File: config.mk
export PLATFORM = sky130hd
export DESIGN_NAME = fpr_muldiv_flat
export DESIGN_NICKNAME = d
export VERILOG_FILES = /design/src/rtl/fpr_muldiv_if.sv /design/src/rtl/fpr_muldiv.sv /design/src/flat_wrapper.sv
export SDC_FILE = /design/constraint.sdc
export NUM_CORES = 1
export LEC_CHECK = 0
export CAP_MARGIN = 10
export CORE_AREA = 4 4 151 153
export CTS_BUF_LIST = sky130_fd_sc_hd__clkbuf_8
export CTS_CLUSTER_DIAMETER = 40
export DETAILED_ROUTE_END_ITERATION = 7
export DIE_AREA = 0 0 155 157
export PLACE_DENSITY = 0.85
export SYNTH_ARGS = -nofsm -noshare
export SYNTH_HDL_FRONTEND = slang
export SYNTH_SLANG_ARGS = --single-unit
File: constraint.sdc
create_clock -name clk -period 2.7 [get_ports clk]
set_clock_uncertainty 0.1 [all_clocks]
set_input_delay 0.27 -clock clk [delete_from_list [all_inputs] [get_ports clk]]
set_output_delay 0.27 -clock clk [all_outputs]
set_load 0.02 [all_outputs]
File: src/rtl/fpr_muldiv_if.sv
// fpr_muldiv_if: request/response bundle between the FPR read/write buses,
// the control path and the iterative multiply/divide unit.
//   start, op[1:0], busA[31:0], busB[31:0]  : request (control/FPR -> unit)
//   busy, done, result, result_hi, dz, err  : response (unit -> control/FPR)
interface fpr_muldiv_if;
  logic        start;
  logic [1:0]  op;
  logic [31:0] busA;
  logic [31:0] busB;
  logic        busy;
  logic        done;
  logic [31:0] result;
  logic [31:0] result_hi;
  logic        dz;
  logic        err;

  modport master (output start, op, busA, busB,
                  input  busy, done, result, result_hi, dz, err);
  modport slave  (input  start, op, busA, busB,
                  output busy, done, result, result_hi, dz, err);
endinterface

File: src/rtl/fpr_muldiv.sv
// fpr_muldiv: iterative 32-bit multiply/divide behind the FPR file.
// Radix-2 shift-add multiply or restoring divide over 32 cycles on operand
// magnitudes, with a sign fix in the final cycle.
//   clk   : clock, rising edge
//   reset : asynchronous, active-low
//   bus   : fpr_muldiv_if.slave (start/op/busA/busB in; busy/done/result/
//           result_hi/dz/err out)
// Optional feature macro: FPR_MULDIV_DIV_EN (divide datapath). Without it,
// divide ops finish one edge after accept with err=1 and zero results.
module fpr_muldiv (
  input  logic        clk,
  input  logic        reset,
  fpr_muldiv_if.slave bus
);
  typedef enum logic [1:0] {S_IDLE, S_RUN, S_FIN} state_t;

  state_t      r_state, w_next;
  logic        r_div;        // latched op is a divide
  logic        r_neg_q;      // negate product / quotient
  logic [31:0] r_opnd;       // multiplicand magnitude or divisor magnitude
  logic [63:0] r_acc;        // {hi/remainder, lo/multiplier/quotient}
  logic [4:0]  r_cnt;
`ifdef FPR_MULDIV_DIV_EN
  logic [31:0] r_a;          // raw dividend, returned as-is on divide by zero
  logic        r_neg_r;      // remainder takes sign of dividend
  logic [32:0] w_shl, w_trial;
`endif

  logic        w_signed, w_skip;
  logic [31:0] w_mag_a, w_mag_b;
  logic [32:0] w_msum;
  logic [63:0] w_step, w_prod;

  assign w_signed = ~bus.op[0];
  // 0x80000000 negates to itself, which is its correct unsigned magnitude
  assign w_mag_a  = (w_signed && bus.busA[31]) ? (~bus.busA + 32'd1) : bus.busA;
  assign w_mag_b  = (w_signed && bus.busB[31]) ? (~bus.busB + 32'd1) : bus.busB;

`ifdef FPR_MULDIV_DIV_EN
  assign w_skip = 1'b0;
`else
  assign w_skip = bus.op[1];  // no divide hardware: go straight to FIN
`endif

  assign bus.busy = (r_state != S_IDLE);

  // one iteration of the selected algorithm
  always_comb begin
    w_msum = {1'b0, r_acc[63:32]} + (r_acc[0] ? {1'b0, r_opnd} : 33'd0);
    w_step = {w_msum, r_acc[31:1]};
`ifdef FPR_MULDIV_DIV_EN
    w_shl   = {r_acc[63:32], r_acc[31]};
    w_trial = w_shl - {1'b0, r_opnd};
    // a restore only happens when w_shl < divisor, so w_shl[32] is 0 there
    if (r_div)
      w_step = w_trial[32] ? {w_shl[31:0],   r_acc[30:0], 1'b0}
                           : {w_trial[31:0], r_acc[30:0], 1'b1};
`endif
  end

  assign w_prod = r_neg_q ? (~r_acc + 64'd1) : r_acc;

  always_comb begin
    w_next = r_state;
    case (r_state)
      S_IDLE:  if (bus.start) w_next = w_skip ? S_FIN : S_RUN;
      S_RUN:   if (r_cnt == 5'd31) w_next = S_FIN;
      S_FIN:   w_next = S_IDLE;
      default: w_next = S_IDLE;
    endcase
  end

  always_ff @(posedge clk or negedge reset)
    if (!reset) r_state <= S_IDLE;
    else        r_state <= w_next;

  always_ff @(posedge clk or negedge reset) begin
    if (!reset) begin
      r_div         <= 1'b0;
      r_neg_q       <= 1'b0;
      r_opnd        <= '0;
      r_acc         <= '0;
      r_cnt         <= '0;
      bus.done      <= 1'b0;
      bus.result    <= '0;
      bus.result_hi <= '0;
      bus.dz        <= 1'b0;
      bus.err       <= 1'b0;
`ifdef FPR_MULDIV_DIV_EN
      r_a           <= '0;
      r_neg_r       <= 1'b0;
`endif
    end else begin
      bus.done <= 1'b0;
      case (r_state)
        S_IDLE: if (bus.start) begin
          r_div   <= bus.op[1];
          r_neg_q <= w_signed & (bus.busA[31] ^ bus.busB[31]);
          r_cnt   <= '0;
          bus.dz  <= 1'b0;
          bus.err <= 1'b0;
          if (bus.op[1]) begin
            r_opnd <= w_mag_b;
            r_acc  <= {32'd0, w_mag_a};
          end else begin
            r_opnd <= w_mag_a;
            r_acc  <= {32'd0, w_mag_b};
          end
`ifdef FPR_MULDIV_DIV_EN
          r_a     <= bus.busA;
          r_neg_r <= w_signed & bus.busA[31];
`endif
        end
        S_RUN: begin
          r_acc <= w_step;
          r_cnt <= r_cnt + 5'd1;
        end
        S_FIN: begin
          bus.done <= 1'b1;
          if (!r_div) begin
            bus.result    <= w_prod[31:0];
            bus.result_hi <= w_prod[63:32];
          end
`ifdef FPR_MULDIV_DIV_EN
          else if (r_opnd == 32'd0) begin
            bus.result    <= '1;
            bus.result_hi <= r_a;
            bus.dz        <= 1'b1;
          end else begin
            bus.result    <= r_neg_q ? (~r_acc[31:0] + 32'd1)  : r_acc[31:0];
            bus.result_hi <= r_neg_r ? (~r_acc[63:32] + 32'd1) : r_acc[63:32];
          end
`else
          else begin
            bus.result    <= '0;
            bus.result_hi <= '0;
            bus.err       <= 1'b1;
          end
`endif
        end
        default: ;
      endcase
    end
  end
endmodule

File: src/flat_wrapper.sv
// flat-port wrapper written by rule: the top's interface ports become plain ports
module fpr_muldiv_flat 
  (clk, reset, bus_start, bus_op, bus_busA, bus_busB, bus_busy, bus_done, bus_result, bus_result_hi, bus_dz, bus_err);
  fpr_muldiv_if bus_i ();
  input  logic clk;
  input  logic reset;
  input wire logic [$bits(bus_i.start)-1:0] bus_start;
  input wire logic [$bits(bus_i.op)-1:0] bus_op;
  input wire logic [$bits(bus_i.busA)-1:0] bus_busA;
  input wire logic [$bits(bus_i.busB)-1:0] bus_busB;
  output wire logic [$bits(bus_i.busy)-1:0] bus_busy;
  output wire logic [$bits(bus_i.done)-1:0] bus_done;
  output wire logic [$bits(bus_i.result)-1:0] bus_result;
  output wire logic [$bits(bus_i.result_hi)-1:0] bus_result_hi;
  output wire logic [$bits(bus_i.dz)-1:0] bus_dz;
  output wire logic [$bits(bus_i.err)-1:0] bus_err;
  assign bus_i.start = bus_start;
  assign bus_i.op = bus_op;
  assign bus_i.busA = bus_busA;
  assign bus_i.busB = bus_busB;
  assign bus_busy = bus_i.busy;
  assign bus_done = bus_i.done;
  assign bus_result = bus_i.result;
  assign bus_result_hi = bus_i.result_hi;
  assign bus_dz = bus_i.dz;
  assign bus_err = bus_i.err;
  fpr_muldiv u_core (.clk(clk), .reset(reset), .bus(bus_i));
endmodule
After elaboration in Yosys (flattened, before gate mapping)
Index checks and enable logic that the tools add are counted.
{"block": "op_classes", "add_sub_neg": 5, "muxes": 20, "n_eq_ne": 6, "reduce_logical": 10, "n_bitwise": 6}
{"operator": "2-to-1 mux 32 bit", "n": 7}
{"operator": "2-to-1 mux 64 bit", "n": 2}
{"operator": "one-hot mux 64 bit (2 select lines)", "n": 1}
{"operator": "adder 32 x 1 -> 32 bit (second input constant)", "n": 2}
{"operator": "adder 64 x 1 -> 64 bit (second input constant)", "n": 1}
{"operator": "inverter 32 bit", "n": 2}
{"operator": "inverter 64 bit", "n": 1}
{"operator": "adder 32 x 33 -> 33 bit", "n": 1}
{"operator": "one-hot mux 5 bit (2 select lines)", "n": 1}
{"operator": "2-to-1 mux 2 bit", "n": 3}
{"operator": "AND reduction 2 bit", "n": 3}
{"operator": "nonzero test 2 bit", "n": 3}
{"operator": "adder 5 x 1 -> 5 bit (second input constant)", "n": 1}
{"operator": "== test 5 bit (second input constant)", "n": 1}
{"operator": "2-to-1 mux 5 bit", "n": 1}
{"operator": "inequality test 2 x 1 -> 1 bit (second input constant)", "n": 2}
{"operator": "one-hot mux 2 bit (2 select lines)", "n": 1}
{"operator": "2-to-1 mux 1 bit", "n": 3}
{"operator": "AND reduction 3 bit", "n": 1}
{"operator": "== test 2 x 1 -> 1 bit (second input constant)", "n": 1}
{"operator": "== test 2 bit (second input constant)", "n": 1}
{"operator": "logical AND 1 bit", "n": 2}
{"operator": "zero test 2 bit", "n": 1}
{"operator": "inequality test 2 bit (second input constant)", "n": 1}
{"operator": "other kinds (4)", "n": 4}
{"block": "totals", "ff_bits": 171, "out_inout_bits": 68, "in_bits": 69}

Logic depth before layout (Yosys ltp)
{"block": "depth", "word_depth": 6, "ltp_mapped": 13, "ltp_nobuf": 12}

Worst setup path before layout
OpenSTA, ideal clock, no wires.
{"block": "synth_timing", "path_kind": "input-to-reg", "from": "input port bus_busA[4]", "to": "register u_core.r_acc[28]", "cell_stages": 8, "setup_time_ns": 0.076, "required_ns": 2.524, "slack_ns": -0.367, "t_arrival_ns": 2.890, "path_cell_list": "or4_4 or4_4 or4_4 or4_4 o21ai_1 xor2_1 mux2_2 o21ai_1"}
{"block": "synth_via", "elab_chain_len": 6}
{"item": "from (decl)", "line": "flat_wrapper.sv:9", "text": "input wire logic [$bits(bus_i.busA)-1:0] bus_busA;"}
{"item": "inverter 32 bit", "line": "fpr_muldiv.sv:36", "text": "assign w_mag_a = (w_signed && bus.busA[31]) ? (~bus.busA + 32'd1) : bus.busA;"}
{"item": "adder 32 x 1 -> 32 bit", "line": "fpr_muldiv.sv:36"}
{"item": "2-to-1 mux 32 bit", "line": "fpr_muldiv.sv:36"}
{"item": "2-to-1 mux 32 bit", "line": "fpr_muldiv.sv:102", "text": "if (bus.op[1]) begin"}
{"item": "2-to-1 mux 64 bit", "line": "fpr_muldiv.sv:96", "text": "S_IDLE: if (bus.start) begin"}
{"item": "one-hot mux 64 bit (2 select lines)", "line": "fpr_muldiv.sv:95", "text": "case (r_state)"}
{"item": "to (signal assigned)", "line": "fpr_muldiv.sv:104", "text": "r_acc <= {32'd0, w_mag_a};"}
{"item": "to (signal assigned)", "line": "fpr_muldiv.sv:107", "text": "r_acc <= {32'd0, w_mag_b};"}
{"item": "to (signal assigned)", "line": "fpr_muldiv.sv:115", "text": "r_acc <= w_step;"}
{"item": "to (decl)", "line": "fpr_muldiv.sv:21", "text": "logic [63:0] r_acc;"}
No other way between the ends. The select of a mux whose other input is x is not followed.
A chain may end at the register's enable or synchronous reset.

Worst setup path in the final report
{"block": "layout_timing", "from": "register u_core.r_acc[0]", "to": "register u_core.r_acc[62]"}
{"block": "layout_via", "elab_chain_len": 3}
{"item": "2-to-1 mux 32 bit", "line": "fpr_muldiv.sv:49", "text": "w_msum = {1'b0, r_acc[63:32]} + (r_acc[0] ? {1'b0, r_opnd} : 33'd0);"}
{"item": "adder 32 x 33 -> 33 bit", "line": "fpr_muldiv.sv:49"}
{"item": "one-hot mux 64 bit (2 select lines)", "line": "fpr_muldiv.sv:95"}
No other way between the ends.

==> impl_metrics.ini <==
[setup_path]
path_max_fanout = 7
crit_type = register to register
cp-start-kind = register
worstSetupEndpointType = register
required_ns = 2.99
critPathArrivalTime_ns = 3.36

[die]
dieArea_mm2 = 0.0243
initial_utilization_pct = 52.1
fp.dieW_um = 155
io_pins = 137
core.rowCount = 54
fp.dieH_um = 157
core-area_mm2 = 0.0216

[cells_and_area]
drive_above_1_share_pct = 32.7
fin_nets = 1790
final_cell_area_mm2 = 0.0171
antennaDiodeCount = 0
multi_input_area_mm2 = 0.00819
area_growth_pct = 52.4
seqCellArea_mm2 = 0.00428
instances_no_fill = 1976
nFillCells = 1187

[placed_design]
numPortBuffers = 135
placed_cells = 1893
dpl_cell_area_mm2 = 0.0147
gp_congestion = 1.01
dp_hpwl_mm = 27.8

[status]
violations = setup timing
status = finished, violations left

[synth]
synth.distinct_cells = 59
syn_nets = 1427
synthArstFlopShare_pct = 100
synth-edff-count = 0
ys_seq_elements = 171
yosys-top-cells-area = dfrtp_1, xor2_1, o21ai_0
synth.avg_cell_area_um2 = 8.51
synth_most_common_cell = nand2_1
yosysSeqAreaShare_pct = 38.1
synth_warnings = 0
synth_flop_cell = dfrtp_1
synthCells = 1320
synth_area_mm2 = 0.0112
synthTopCellsByCount = nand2_1, o21ai_0, dfrtp_1
synth_top_area_share_pct = 38.1
synth_top_cell_by_area = dfrtp_1

[route]
routedWlPerCell_um = 23.0
drcViolationCount = 0
via_count = 12800
wl_met3_mm = 4.77
ant_nets = 0
drt-initial-drc-count = 1598
dr.max_layer_used = met5
wl_mm = 45.5
viasPerCell = 6.48
dr_wl_met2_mm = 21.3
met1_length_mm = 16.3
firstDrtPassIters = 7

[clock_tree]
cts_tree = done
htree_levels = 4
clk_path_buf_depth = 2
cts_buffers = 17
clock_latency_ns = 0.49
path_clk_slew_ns = 0.10
cts_root_buf = clkbuf_8
clock_sinks = 171

[hold_path]
hold_path_class = input port to async pin

[pwr]
power_w = 0.0185
powerDensity_mw_per_mm2 = 1080
peakVddDrop_mv = 0.501
p_leak_nw = 7.33

[sta]
max_freq_mhz = 325
min_period_ns = 3.07
rsz0062_at_grt = true
finalSetupViolCount = 52
hold_viol = 0
finalWorstSetupSlack_ns = -0.374
min_period_over_period_pct = 114
slew_violations = 0
worst_slew_pin_slew_ns = 0.960
max_slew_margin_pct = 35.4

[global_routing]
grt_start_max_net_pins = 75
grt_pass1_wl_mm = 63.7
grt_pass1_vias = 12100
grt_remaining_overflow = 0
track_usage_pct = 33.1
antenna_found_initial = 1

[job]
maxCapViolations = 0
==> final timing paths <==
path	startpoint	to	slack, ns	cells after the start
worst max register to register	u_core.r_acc[0]$_DFFE_PN0P_	u_core.r_acc[62]$_DFFE_PN0P_	-0.37	10
min in group clk	bus_busA[5]	u_core.r_opnd[5]$_DFFE_PN0P_	0.27	6
max in group asynchronous	reset	u_core.bus.result[18]$_DFFE_PN0P_	1.49	3
worst min-delay path	reset	u_core.r_acc[42]$_DFFE_PN0P_	0.25	2
worst min register to register	u_core.r_opnd[10]$_DFFE_PN0P_	u_core.r_opnd[10]$_DFFE_PN0P_	0.38	2
worst max-delay path	u_core.r_acc[0]$_DFFE_PN0P_	u_core.r_acc[62]$_DFFE_PN0P_	-0.37	10
==> stage by stage <==
| step | hold WS, ns | utilization (%) | worst slack [ns] | TNS, ns |
|---|---|---|---|---|
| CTS | 0.252 | 75.7 | -0.315 | -5.03 |
| global route | 0.300 | 79.4 | -0.429 | -12.28 |
| finish | 0.250 | 79.4 | -0.374 | -7.79 |
| detailed placement | 0.210 | 68.0 | -0.932 | -34.28 |
| floorplan | -0.126 | - | -0.367 | -2.93 |
| global placement | 0.224 | 68.0 | -0.872 | -29.11 |
==> sequential cells by signal, indices dropped and copies added, names as in the netlist <==
register / count
u_core.r_div: 1
u_core.bus.result: 32
u_core.r_opnd: 32
u_core.bus.done: 1
u_core.bus.err: 1
u_core.bus.result_hi: 32
u_core.r_neg_q: 1
u_core.r_cnt: 5
u_core.r_state: 2
u_core.r_acc: 64
==> power by group <==
group | switching, W | internal, W
registers | 0.00116 | 0.00367
logic | 0.00635 | 0.00512
clock network | 0.00108 | 0.00109
==> placed cells by master (no fill, tap or decap), types with 11 or more instances in the layout <==
cell | netlist | routed
a21o_1 | 20 | 19
a21oi_1 | 66 | 48
a21oi_2 | 0 | 11
a22oi_1 | 22 | 21
and2_1 | 37 | 18
and2_4 | 0 | 19
buf_4 | 1 | 252
buf_6 | 0 | 29
clkbuf_8 | 0 | 19
clkdlybuf4s50_1 | 0 | 117
dfrtp_1 | 171 | 168
ha_1 | 37 | 14
ha_4 | 0 | 22
inv_1 | 21 | 16
nand2_1 | 190 | 175
nand3_1 | 24 | 19
nor2_1 | 67 | 59
nor3_1 | 21 | 15
o21ai_0 | 177 | 112
o21ai_1 | 2 | 45
o21ai_2 | 1 | 19
o221ai_1 | 22 | 19
o31ai_1 | 42 | 27
o31ai_4 | 0 | 12
or3_1 | 18 | 14
or4_4 | 4 | 15
xnor2_1 | 44 | 39
xor2_1 | 102 | 97
==> critical path: stages (launching register included) <==
cell	delay [ns]
dfrtp_2	0.54
clkbuf_16	0.20
and2_1	0.20
ha_4	0.25
a21o_4	0.24
a21oi_1	0.26
nor2_2	0.10
a221oi_4	0.41
nor4_4	0.12
o31a_1	0.33
a211o_1	0.22
==> timing repair <==
item | 4_1_cts | 5_1_grt
hold buffers | 1 | 0
hold endpoints to repair | 64 | 0
gates resized for setup | 197 | 178
buffers inserted | 34 | 24
endpoints found under the setup margin | 82 | 88
gates cloned | 2 | 1
pin swaps | 57 | 98
==> logic make-up after synthesis <==
logic type	count (synthesis)	synth area share [%]
AND/OR/NAND/NOR	432	18.3
other	1	0.0334
adder cells (fa/ha/maj)	38	4.30
buffers and inverters	101	3.42
multiplexers	16	1.49
flip-flops	171	38.1
AO/OA/AOI/OAI	415	22.9
XOR/XNOR	146	11.4
==> layout make-up <==
| class | count | share of cell area (%) |
|---|---|---|
| Inverter | 21 | 0.461 |
| Timing Repair Buffer | 424 | 21.9 |
| Clock inverter | 13 | 1.18 |
| Sequential cell | 171 | 25.0 |
| Multi-Input combinational cell | 1048 | 47.8 |
| Clock buffer | 19 | 1.53 |
| Tap cell | 280 | 2.05 |
==> metal layers <==
| metal | track usage (%) | vias up |
|---|---|---|
| met2 | 54.1 | 987 |
| met5 | 0 | - |
| met3 | 6.68 | 274 |
| met1 | 41.6 | 6079 |
| li1 | - | 5456 |
| met4 | 17.2 | 2 |
(Power assumes the default switching activity.)
==> RTL change, RTL diff (config.mk and constraints unchanged) <==
Make the reset (`reset`) synchronous in 2 clocked blocks. Comments in the files are not updated.
--- a/src/rtl/fpr_muldiv.sv
+++ b/src/rtl/fpr_muldiv.sv
@@ -70,11 +70,11 @@
     endcase
   end
 
-  always_ff @(posedge clk or negedge reset)
+  always_ff @(posedge clk)
     if (!reset) r_state <= S_IDLE;
     else        r_state <= w_next;
 
-  always_ff @(posedge clk or negedge reset) begin
+  always_ff @(posedge clk) begin
     if (!reset) begin
       r_div         <= 1'b0;
       r_neg_q       <= 1'b0;
Check against the original RTL: differs if reset is asserted again (counterexample within 4 cycles, from zero or initial values and one cycle with reset low); with reset held inactive, the same outputs for 10 cycles.
==> RTL change against the unedited design <==
  * The run still ends with setup timing left
  * Routed wire length fell by 15%
  * Synthesized area fell by 2.4%
  * Sequential cell count did not move
  * Die area did not move
  * Setup slack improved by 350 ps
  * Critical path depth rose by 1
  * Utilization fell by 8.2 points
  * Fmax rose by 13%
  * Final area fell by 10%
  * Via count fell by 3.9%
  * Critical path type unchanged
  * Largest cell class unchanged
Power is not compared: it rests on default switching activity, and its combinational part moved more than twofold at a synthesized area within 25%.
==> RTL change: results (changes against the unedited design) <==
stage,metric,value,unit,change
placed_design,place_ws,-306,ps,+626 ps
clocking,post_cts_buffers,1,,-97%
placed_design,gp_congestion,0.995,,-1.1%
logic_synthesis,yosys-top-cells-area,"dfxtp_1 (31%), nand2_1 (6.2%), xor2_1 (6.1%)",,
clocking,cts_resized,23,,-88%
cells_and_area,final_cell_count_no_fill,2020,,+2.2%
sta,setup_ws,-21.2,ps,+353 ps
setup_path,startpoint,u_core.r_acc[0]$_SDFFE_PN0P_,,
setup_path,r2r_end,u_core.r_acc[53]$_SDFFE_PN0P_,,
logic_synthesis,synth.area.mux_share,1.92,%,+0.42 points
global_route,grt_start_max_net_pins,74,,-1.3%
cells_and_area,final_layout_size_suffix_gt1_share,24.0,%,-8.7 points
cells_and_area,clock_area_share,2.59,%,-0.12 points
logic_synthesis,async_reset_ff_share,0,%,-100 points
global_route,met1_usage,40.8,%,-0.87 points
sta,setup_violations,5,,-90%
setup_path,critPathArrivalTime,2990,ps,-370 ps
cells_and_area,multi_input_cells,1113,,+6.2%
outcome,status,"finished, violations left",,
logic_synthesis,ys_types,77,,+31%
cells_and_area,syn_to_final_growth,40.1,%,
cells_and_area,signal_buffers,398,,-6.1%
sta,slew_headroom,32.3,%,-3.1 points
cells_and_area,fin_nets,1835,,+2.5%
logic_synthesis,ys_seq_area_share,31.2,%,-6.9 points
outcome,violations,setup timing,,
global_route,grt_use_met2,47.4,%,-6.8 points
==> RTL change: power by group through the flow <==
stage | logic (µW) | registers [µW] | clock network [µW]
detailed placement | 1410 | 2760 | 0
floorplan | 746 | 2760 | 0
finish | 1490 | 2720 | 1870
global route | 1590 | 2720 | 1990
global placement | 1370 | 2760 | 0
CTS | 1420 | 2700 | 1860
==> RTL change: cells by family (layout without fill, tap and decap cells) <==
logic type,after synthesis,count (layout)
buf+inv,108,456
fa+ha+maj,38,38
simple gates,484,484
other cells,1,1
mux,21,21
compound gates,424,424
xor+xnor,145,145
flops,171,171
==> RTL change: per-layer routing <==
layer  share of wire, %  routed length, µm
met3                 10               3930
met2                 45              17600
met4                3.4               1340
met1                 41              16000
met5                  0                  0
==> RTL change: critical path: cells and delay by family (launching register included) <==
kind / cells / cell delay [ps]
xor+xnor: 1 / 110
flops: 1 / 370
buf+inv: 3 / 390
fa+ha+maj: 1 / 260
simple gates: 3 / 860
compound gates: 3 / 530
